$ cat src/rtl/mips_multicycle_ctrl.sv
// mips_multicycle_ctrl
//   Multicycle sequencer for the MIPS core. Each instruction goes through FETCH,
//   DECODE, EXEC1 and, for loads and stores, EXEC2. The block drives the Avalon-MM
//   read/write strobes, the IR load enable and the PC/register-file commit pulses.
//   A stall watchdog sends the block to HALT, with bus_error set, when a bus access
//   waits too long.
//
// Ports
//   clk          rising-edge clock
//   reset        synchronous active-high reset
//   waitrequest  Avalon-MM waitrequest; an access completes in a cycle where it is 0
//   opcode       instr[31:26] from the instruction register
//   wb_en        decoder flag: a non-memory instruction writes the register file
//   pc_is_zero   PC == 0 (the halt address)
//   mem_read     Avalon read strobe
//   mem_write    Avalon write strobe
//   addr_sel     0 = PC (fetch), 1 = ALU result (data access)
//   ir_write     IR load enable
//   pc_write     PC commit pulse, one per retired instruction
//   reg_write    register-file write pulse
//   active       1 until HALT is reached (also forced to 1 while reset is high)
//   bus_error    sticky stall-timeout flag
//   state        FETCH=0, DECODE=1, EXEC1=2, EXEC2=3, HALT=4
//   retired      count of retired instructions; wraps silently
module mips_multicycle_ctrl #(
  parameter int unsigned MAX_WAIT = 255
) (
  input  logic        clk,
  input  logic        reset,
  input  logic        waitrequest,
  input  logic [5:0]  opcode,
  input  logic        wb_en,
  input  logic        pc_is_zero,
  output logic        mem_read,
  output logic        mem_write,
  output logic        addr_sel,
  output logic        ir_write,
  output logic        pc_write,
  output logic        reg_write,
  output logic        active,
  output logic        bus_error,
  output logic [2:0]  state,
  output logic [31:0] retired
);

  typedef enum logic [2:0] {
    StFetch  = 3'd0,
    StDecode = 3'd1,
    StExec1  = 3'd2,
    StExec2  = 3'd3,
    StHalt   = 3'd4
  } state_e;

  localparam int unsigned CntW = (MAX_WAIT < 1) ? 1 : $clog2(MAX_WAIT + 1);
  localparam logic [CntW-1:0] MaxWaitCnt = CntW'(MAX_WAIT);

  state_e          state_q;
  logic [CntW-1:0] wait_cnt_q;
  logic [31:0]     retired_q;
  logic            bus_error_q;

  logic is_load, is_store, is_mem;
  logic timeout;
  logic fetch_entry;
  logic halt_fetch;

  always_comb begin
    is_load  = opcode inside {6'h20, 6'h21, 6'h22, 6'h23, 6'h24, 6'h25, 6'h26};
    is_store = opcode inside {6'h28, 6'h29, 6'h2B};
    is_mem   = is_load | is_store;
  end

  // wait_cnt is cleared on every state change and counts each stalled cycle, so a
  // zero count in FETCH identifies the entry cycle; pc_is_zero matters only there.
  assign fetch_entry = (wait_cnt_q == '0);
  assign halt_fetch  = fetch_entry & pc_is_zero;
  assign timeout     = waitrequest & (wait_cnt_q == MaxWaitCnt);

  // Strobe decode; reset masks everything so an interrupted access is abandoned.
  always_comb begin
    mem_read  = 1'b0;
    mem_write = 1'b0;
    addr_sel  = 1'b0;
    ir_write  = 1'b0;
    pc_write  = 1'b0;
    reg_write = 1'b0;
    if (!reset) begin
      unique case (state_q)
        StFetch: begin
          if (!halt_fetch && !timeout) begin
            mem_read = 1'b1;
            ir_write = ~waitrequest;
          end
        end
        StExec1: begin
          if (!is_mem) begin
            pc_write  = 1'b1;
            reg_write = wb_en;
          end
        end
        StExec2: begin
          if (!timeout) begin
            addr_sel  = 1'b1;
            mem_read  = is_load;
            mem_write = is_store;
            if (!waitrequest) begin
              pc_write  = 1'b1;
              reg_write = is_load;
            end
          end
        end
        default: ;
      endcase
    end
  end

  always_ff @(posedge clk) begin
    if (reset) begin
      state_q     <= StFetch;
      wait_cnt_q  <= '0;
      retired_q   <= '0;
      bus_error_q <= 1'b0;
    end else begin
      if (pc_write) retired_q <= retired_q + 32'd1;
      unique case (state_q)
        StFetch: begin
          if (halt_fetch) begin
            state_q <= StHalt;
          end else if (timeout) begin
            state_q     <= StHalt;
            bus_error_q <= 1'b1;
            wait_cnt_q  <= '0;
          end else if (waitrequest) begin
            wait_cnt_q <= wait_cnt_q + CntW'(1);
          end else begin
            state_q    <= StDecode;
            wait_cnt_q <= '0;
          end
        end
        StDecode: state_q <= StExec1;
        StExec1:  state_q <= is_mem ? StExec2 : StFetch;
        StExec2: begin
          if (timeout) begin
            state_q     <= StHalt;
            bus_error_q <= 1'b1;
            wait_cnt_q  <= '0;
          end else if (waitrequest) begin
            wait_cnt_q <= wait_cnt_q + CntW'(1);
          end else begin
            state_q    <= StFetch;
            wait_cnt_q <= '0;
          end
        end
        StHalt:   state_q <= StHalt;
        // Unused encodings fall into HALT rather than running wild.
        default:  state_q <= StHalt;
      endcase
    end
  end

  assign active    = reset | (state_q != StHalt);
  assign bus_error = bus_error_q;
  assign state     = state_q;
  assign retired   = retired_q;

endmodule
$ cat config.mk
export PLATFORM = sky130hd
export DESIGN_NAME = mips_multicycle_ctrl
export DESIGN_NICKNAME = d
export VERILOG_FILES = /design/src/rtl/mips_multicycle_ctrl.sv
export SDC_FILE = /design/constraint.sdc
export NUM_CORES = 1
export LEC_CHECK = 0
export CAP_MARGIN = 10
export CORE_AREA = 2 2 74 69
export DETAILED_ROUTE_END_ITERATION = 8
export DIE_AREA = 0 0 76 71
export GPL_TIMING_DRIVEN = 1
export PLACE_DENSITY = 0.83
export SYNTH_ARGS = -nofsm -noshare
export SYNTH_HDL_FRONTEND = slang
export SYNTH_SLANG_ARGS = --single-unit
$ cat constraint.sdc
create_clock -name clk -period 5.5 [get_ports clk]
set_input_delay 0.55 -clock clk [delete_from_list [all_inputs] [get_ports clk]]
set_output_delay 0.55 -clock clk [all_outputs]
set_load 0.05 [all_outputs]
### After elaboration in Yosys (flattened, before gate mapping)

Cells that the tools add are included.

* bitwise gates (word level): 5
* reduce and logical (&&, ||, !) cells: 10
* add/sub/neg operators: 2
* equal/unequal tests: 18
* muxes and demuxes: 37

Operators by type and width (number)
* 6-bit equality test, second input constant: 10
* 32-bit by 1-bit adder with 32-bit output, second input constant: 1
* 8-bit 2-to-1 mux: 3
* 1-bit 2-to-1 mux: 22
* 8-bit case mux with 2 select lines: 1
* 3-bit 2-to-1 mux: 5
* 3-bit case mux with 4 select lines: 1
* 8-bit by 1-bit adder with 8-bit output, second input constant: 1
* 8-bit equality test, second input constant: 1
* 8-bit zero test: 1
* 1-bit case mux with 2 select lines: 4
* 7-bit nonzero test: 1
* 3-bit by 2-bit equality test with 1-bit output, second input constant: 2
* 3-bit inequality test, second input constant: 2
* 4-bit inequality test, second input constant: 1
* 2-bit AND reduction: 2
* 3-bit by 1-bit equality test with 1-bit output, second input constant: 1
* 3-bit zero test: 1
* 3-bit nonzero test: 1
* 1-bit AND: 2
* 1-bit zero test: 2
* 2-bit 2-to-1 mux: 1
* 2-bit inequality test, second input constant: 1
* 1-bit bitwise OR: 2
* other kinds (3): 3

* input port bits: 11
* register bits: 44

### Depth between registers and ports, before layout

Gate-level depths: netlist (run 1).

* depth in word-level cells: 7
* depth in mapped cells: 7
* mapped depth without buffers: 7

### Worst setup path before layout (run 1)

No wires, ideal clock.

* path type: in2out
* start point: input opcode[4]
* end point: output mem_write
* data required time: 4950 ps
* stages on the path: 3
* path slack: 2007 ps
* arrival: 2943 ps
* cell sequence: nand2b_1 -> or4b_2 -> nor4_1

* cells in the longest elaborated chain, start to end: 5

RTL lines
* start, declared: RTL line 31 `input logic [5:0] opcode,`
* 6-bit equality test: RTL line 69 `is_store = opcode inside {6'h28, 6'h29, 6'h2B};`
* 3-bit nonzero test *: RTL line 69
* 1-bit 2-to-1 mux *: RTL line 102 `if (!timeout) begin`
* 1-bit 2-to-1 mux *: RTL line 88 `unique case (state_q)`
* 1-bit 2-to-1 mux *: RTL line 87 `if (!reset) begin`
* end, declared: RTL line 35 `output logic mem_write,`

Mark *: on every way between the ends. The rest lies on a longest branch, timed or not.

### Worst setup path after layout (run 1)

* start point: input opcode[0]
* end point: output pc_write

* cells in the longest elaborated chain, start to end: 6

RTL lines
* 6-bit equality test (on tied branches): RTL line 68, 69
* 7-bit nonzero test or 3-bit nonzero test (tied branches): RTL line 68, 69
* 1-bit bitwise OR *: RTL line 70 `is_mem = is_load | is_store;`
* 1-bit 2-to-1 mux *: RTL line 96 `if (!is_mem) begin`
* 1-bit case mux with 2 select lines *: RTL line 88
* 1-bit 2-to-1 mux *: RTL line 87
* end, declared: RTL line 38 `output logic pc_write,`

Marked as above.

==> results.json, run 1 <==
{
  "synthToLayoutAreaGrowth_pct": 26.8,
  "clock_root_buffer": "sky130_fd_sc_hd__clkbuf_8",
  "number_of_vias_in_the_routed_layout": 2287,
  "holdWs_ns": 0.476,
  "io_pins": 54,
  "cp_data_arrival_time_ns": 3.07,
  "mappedNetlistNets": 307,
  "post_drt_wl_per_cell_um": 14.1,
  "postSynthAreaPerCell_um2": 8.28,
  "postPlaceCellArea_mm2": 0.00298,
  "antenna_cells_inserted": 0,
  "die_h_um": 71,
  "crit_required_ns": 4.95,
  "dp_worst_setup_slack_ns": 1.88,
  "mean_number_of_vias_per_cell": 5.65,
  "timing.max_cap.violations": 0,
  "synth-seq-area-share_pct": 36.3,
  "design_area_mm2": 0.00308,
  "initial_utilization_pct": 52.1,
  "setup_viol": 0,
  "yosys-top-cells-count": "sky130_fd_sc_hd__dfxtp_1, sky130_fd_sc_hd__nor2_1, sky130_fd_sc_hd__nand2_1",
  "critical_path.most_common_cell": "sky130_fd_sc_hd__clkdlybuf4s50_1",
  "floorplan.die_area_mm2": 0.00540,
  "cp_top_family": "buffers and inverters",
  "cts_hold_buffers": 0,
  "port_buffers": 53,
  "layout_min_cycle_time_ns": 3.62,
  "insertion_delay_ns": 0.29,
  "critPathMaxFanout": 6,
  "firstDrtPassIters": 4,
  "synth_largest_area_cell": "sky130_fd_sc_hd__dfxtp_1",
  "grt_max_degree": 49,
  "cts_post_setup_buffers_inserted": 0,
  "worst-path-buf-inv": 2,
  "drt_drc_violations_left": 0,
  "post_route_cells_drive_above_1_share_pct": 6.76,
  "wl_mm": 5.70,
  "ir_worst_vdd_mv": 0.154,
  "design.core.area_mm2": 0.00465,
  "maxClockFrequency_mhz": 276,
  "number_of_instances_in_the_synthesized_netlist": 293,
  "globalRouteTotalUtil_pct": 21.0,
  "power.density_cell_area_mw_per_mm2": 196,
  "detailed_place_hpwl_mm": 4.03,
  "cpPeakStageDelay_ns": 0.72,
  "cts_inserted_buffers": 5,
  "leftover_overflow_at_the_end_of_global_routing": 0,
  "routabilityCongestion": 0.825,
  "critPathSlowestCell": "sky130_fd_sc_hd__clkdlybuf4s50_1",
  "cts_tree": "done",
  "ys.flop_type": "sky130_fd_sc_hd__dfxtp_1",
  "antenna_found_initial": 0,
  "setup.worst_path.end_class": "output port",
  "drt_iter0_markers": 210,
  "slew_viol_final": 0,
  "yosys.area.top_type_share_pct": 36.3,
  "clock-skew-final_ns": 0.00434,
  "post_synth_main_area_contributors": "sky130_fd_sc_hd__dfxtp_1, sky130_fd_sc_hd__xnor2_1, sky130_fd_sc_hd__nor2_1, sky130_fd_sc_hd__a21oi_1, sky130_fd_sc_hd__nor4_1",
  "ctsResizeCount": 0,
  "number_of_endpoints_with_negative_hold_slack_in_the_final_report": 0,
  "synthMostInstantiatedCell": "sky130_fd_sc_hd__dfxtp_1",
  "outcome": "finished, final reports clean",
  "ant_nets": 0,
  "critical_path.startpoint_type": "input pin",
  "hold_path_class": "flop to flop",
  "number_of_enable_flip_flop_cells_after_synthesis": 0,
  "grt_setup_unrepaired": "no",
  "first_global_vias": 2147,
  "final_net_count": 353,
  "worstPathCellList": "clkdlybuf4s50_1 -> mux2_2 -> a2111o_2 -> and2_1 -> nor2b_1 -> clkdlybuf4s50_1",
  "syn-cell-area_mm2": 0.00242,
  "synthArstFlopShare_pct": 0,
  "crit_type": "input pin to output port",
  "power_leakage_nw": 0.987,
  "grt_first_pass_wirelength_mm": 9.50,
  "utilization_pct": 66.1,
  "clkSlewWorstSetupHoldPaths_ns": 0.08,
  "ctsHtreeMaxLevel": 2,
  "setup_tns_ns": 0,
  "slew_at_the_pin_closest_to_its_max_slew_limit_ns": 0.646,
  "timing.final.ws_setup_ns": 1.88,
  "yosysWarningCount": 0,
  "period_share_pct": 65.8,
  "cts_max_path_buffers": 2,
  "yosysUniqueCellTypes": 54,
  "ys_seq_elements": 44,
  "placement_rows": 24,
  "floorplan.die.width_um": 76,
  "slew_headroom_pct": 56.7,
  "tritoncts_num_sinks": 44
}
[metrics by stage]
| step | power (mW) | std cells |
|---|---|---|
| global placement | 0.401 | 397 |
| CTS | 0.607 | 405 |
| global route | 0.628 | 405 |
| finish | 0.602 | 405 |
| floorplan | 0.379 | 293 |
| detailed placement | 0.402 | 397 |
[registers in the layout, summed over array words and instances (netlist names)]
register / cells
state: 3
bus_error: 1
retired: 32
wait_cnt_q: 8
[worst reg2reg max path, stage by stage, from the launching register on]
cell	delay, ns
sky130_fd_sc_hd__dfxtp_1	0.55
sky130_fd_sc_hd__and2b_1	0.25
sky130_fd_sc_hd__nand3_1	0.31
sky130_fd_sc_hd__or4_4	0.65
sky130_fd_sc_hd__or3_1	0.32
sky130_fd_sc_hd__a21oi_1	0.14
[placed cells by master, fill, tap and decap left out, types with 6 or more instances in the layout]
cell type                          n
sky130_fd_sc_hd__nand4_1           9
sky130_fd_sc_hd__clkbuf_8          6
sky130_fd_sc_hd__dfxtp_1          44
sky130_fd_sc_hd__a21oi_1          18
sky130_fd_sc_hd__nand2_1          22
sky130_fd_sc_hd__clkdlybuf4s50_1  53
sky130_fd_sc_hd__nand3_1          15
sky130_fd_sc_hd__nor4_1           14
sky130_fd_sc_hd__xor2_1            6
sky130_fd_sc_hd__nor3_1            9
sky130_fd_sc_hd__nor2_1           37
sky130_fd_sc_hd__xnor2_1          18
sky130_fd_sc_hd__o21ai_0           6
[cells by family (layout without fill, tap and decap cells)]
logic type | after synthesis | in the layout | synth area share [%]
AND/OR/NAND/NOR | 149 | 149 | 34.3
multiplexers | 3 | 3 | 1.29
XOR/XNOR | 24 | 24 | 8.67
adder cells (fa/ha/maj) | 3 | 3 | 1.55
buffers and inverters | 21 | 68 | 4.13
AO/OA/AOI/OAI | 49 | 49 | 13.8
flip-flops | 44 | 44 | 36.3
[routing by layer]
layer / share of wire, % / global-route usage (%)
met1: 45 / 25.7
met2: 49 / 37.4
met3: 5.0 / 5.48
met4: 0.54 / 4.65
met5: 0 / 0
[final cells by class]
cell class	count	area, um2
clock buffer	6	82.6
clock inverter	2	10.0
fill	397	1580
inverter	5	18.8
multi-input combinational	228	1460
sequential	44	881
tap	65	81.3
timing repair buffer	55	546
[where the power goes]
group	total [mW]	internal (mW)	switching, mW
registers	0.325	0.320	0.00497
logic	0.0692	0.0264	0.0428
clock network	0.207	0.100	0.107
total	0.602	0.447	0.155
[worst paths after layout]
check             slack, ns  cells after the start  startpoint     endpoint
setup / recovery       1.88                      6   opcode[0]     pc_write
hold / removal         0.48                      2   bus_error    bus_error
setup reg to reg       3.21                      5    state[1]  retired[29]
hold reg to reg        0.48                      2   bus_error    bus_error
Note: power is estimated with default switching activity, not from simulation.
==> run 2, diff against run 1 <==
--- a/config.mk
+++ b/config.mk
@@ -6,11 +6,11 @@
 export NUM_CORES = 1
 export LEC_CHECK = 0
 export CAP_MARGIN = 10
-export CORE_AREA = 2 2 74 69
+export CORE_AREA = 2 2 77 72
 export DETAILED_ROUTE_END_ITERATION = 8
-export DIE_AREA = 0 0 76 71
+export DIE_AREA = 0 0 79 74
 export GPL_TIMING_DRIVEN = 1
-export PLACE_DENSITY = 0.83
+export PLACE_DENSITY = 0.77
 export SYNTH_ARGS = -nofsm -noshare
 export SYNTH_HDL_FRONTEND = slang
 export SYNTH_SLANG_ARGS = --single-unit
==> constraint.sdc (replaced) <==
create_clock -name clk -period 3.4 [get_ports clk]
set_input_delay 0.34 -clock clk [delete_from_list [all_inputs] [get_ports clk]]
set_output_delay 0.34 -clock clk [all_outputs]
set_load 0.05 [all_outputs]
==> results.json, run 2 (synthesis gave the netlist of run 1 again) <==
{
  "setup_tns_ns": 0,
  "cts_post_setup_buffers_inserted": 0,
  "outcome": "finished, final reports clean",
  "holdPathStages": 2,
  "clockPowerShare_pct": 34.1,
  "internal_power_mw": 0.731,
  "cts_tree": "done",
  "io_pins": 54,
  "die_h_um": 74,
  "highest-signal-layer": "met3",
  "final_net_count": 354,
  "reg2reg_setup_slack_ns": 1.11,
  "design.core.area_mm2": 0.00507,
  "grt_first_pass_wirelength_mm": 9.36,
  "worstHoldStart": "retired[31]",
  "port_buffers": 53,
  "cts_inserted_buffers": 5,
  "layout_min_cycle_time_ns": 2.68,
  "power.share.switching_pct": 25.3,
  "maxClockFrequency_mhz": 373,
  "mostFrequentLayoutCell": "sky130_fd_sc_hd__clkdlybuf4s50_1",
  "drt_iter0_markers": 189,
  "critical_path.startpoint_type": "input pin",
  "period_share_pct": 78.7,
  "grt_setup_unrepaired": "no",
  "drt_drc_violations_left": 0,
  "ant_nets": 0,
  "cts_max_path_buffers": 2,
  "crit_required_ns": 3.06,
  "globalRouteTotalUtil_pct": 19.6,
  "layout_common_cells": "sky130_fd_sc_hd__clkdlybuf4s50_1, sky130_fd_sc_hd__dfxtp_1, sky130_fd_sc_hd__nor2_1",
  "ctsResizeCount": 0,
  "reg2regPathDepth": 5,
  "setup_viol": 0,
  "wl_mm": 5.65,
  "met3RoutedLength_um": 213,
  "floorplan.die_area_mm2": 0.00585,
  "number_of_vias_in_the_routed_layout": 2282,
  "p_comb_share_pct": 12.1,
  "mean_number_of_vias_per_cell": 5.59,
  "clock_root_buffer": "sky130_fd_sc_hd__clkbuf_8",
  "detailed_place_hpwl_mm": 3.99,
  "ir_worst_vdd_mv": 0.207,
  "routabilityCongestion": 0.813,
  "tritoncts_num_sinks": 44,
  "timing.max_cap.violations": 0,
  "grt_max_degree": 48,
  "clkSlewWorstSetupHoldPaths_ns": 0.08,
  "antenna_found_initial": 0,
  "wl_met1_mm": 2.74,
  "p_seq_share_pct": 53.8,
  "initial_utilization_pct": 47.9,
  "setup.worst_path.end_class": "output port",
  "cts_hold_buffers": 0,
  "crit-reg2reg-launch": "state[1]",
  "floorplan.die.width_um": 79,
  "power.density_cell_area_mw_per_mm2": 314,
  "hold_path_class": "flop to flop",
  "critPathMaxFanout": 6,
  "timing.final.ws_setup_ns": 0.723,
  "synthToLayoutAreaGrowth_pct": 28.5,
  "power_leakage_nw": 1.01,
  "hold_end": "retired[31]",
  "crit-reg2reg-capture": "retired[29]",
  "ctsHtreeMaxLevel": 2,
  "met2WireLength_mm": 2.70,
  "slew_at_the_pin_closest_to_its_max_slew_limit_ns": 0.647,
  "clock-skew-final_ns": 0.00602,
  "power.switching_mw": 0.247,
  "crit_type": "input pin to output port",
  "number_of_endpoints_with_negative_hold_slack_in_the_final_report": 0,
  "first_global_vias": 2018,
  "post_route_cells_drive_above_1_share_pct": 8.50,
  "slew_viol_final": 0,
  "placement_rows": 25,
  "slew_headroom_pct": 56.6,
  "insertion_delay_ns": 0.29,
  "dp_worst_setup_slack_ns": 0.713,
  "largest_reg_flops": 32,
  "post_drt_wl_per_cell_um": 13.9,
  "cp_data_arrival_time_ns": 2.34,
  "antenna_cells_inserted": 0,
  "firstDrtPassIters": 4,
  "leftover_overflow_at_the_end_of_global_routing": 0
}
-- run 2: changes by cell type in the layout (fill, tap and decap cells not counted), sizes merged --
| cell | change |
|---|---|
| clkinv | -2 |
| clkdlybuf4s50 | -7 |
| buf | +8 |
| clkbuf | +2 |
-- run 2: metrics by stage --
stage	area [um2]	std cells	hold WS [ns]	utilization (%)	power (mW)
2_1_floorplan	2420	293	0.458	-	0.614
3_3_place_gp	3030	400	0.449	59.7	0.655
3_5_place_dp	3030	400	0.481	59.7	0.657
4_1_cts	3120	408	0.492	61.5	0.991
5_1_grt	3120	408	0.516	61.5	1.02
6_report	3120	408	0.485	61.5	0.978
-- run 2: worst max-delay path by stage --
stage / to / startpoint / slack (ns)
floorplan: mem_write / opcode[4] / 0.33
global placement: mem_write / opcode[4] / 0.76
detailed placement: mem_write / opcode[1] / 0.71
CTS: mem_write / opcode[1] / 0.71
global route: pc_write / opcode[0] / 0.66
finish: pc_write / opcode[0] / 0.72
-- run 2: per-layer routing --
layer	up-vias	track usage, %
met3	0	4.73
met5	-	0
met4	0	3.64
li1	1165	-
met2	40	32.4
met1	1077	26.6
-- run 2: critical path: stages --
cell,delay (ns)
sky130_fd_sc_hd__clkdlybuf4s50_1,0.51
sky130_fd_sc_hd__mux2_2,0.39
sky130_fd_sc_hd__a2111o_2,0.55
sky130_fd_sc_hd__and2_1,0.20
sky130_fd_sc_hd__nor2b_1,0.13
sky130_fd_sc_hd__buf_4,0.21
-- run 2: power groups by stage --
stage	registers (mW)	logic, mW	clock network, mW
final	0.526	0.118	0.333
after global routing	0.528	0.129	0.366
after CTS	0.526	0.119	0.345
after detailed placement	0.538	0.119	0
after global placement	0.538	0.117	0
after floorplan	0.541	0.0730	0
-- run 2: layout make-up --
cell class | instances | area, um2
clock buffer | 8 | 90.1
fill | 461 | 1950
inverter | 5 | 18.8
multi-input combinational | 228 | 1460
sequential | 44 | 881
tap | 67 | 83.8
timing repair buffer | 56 | 586
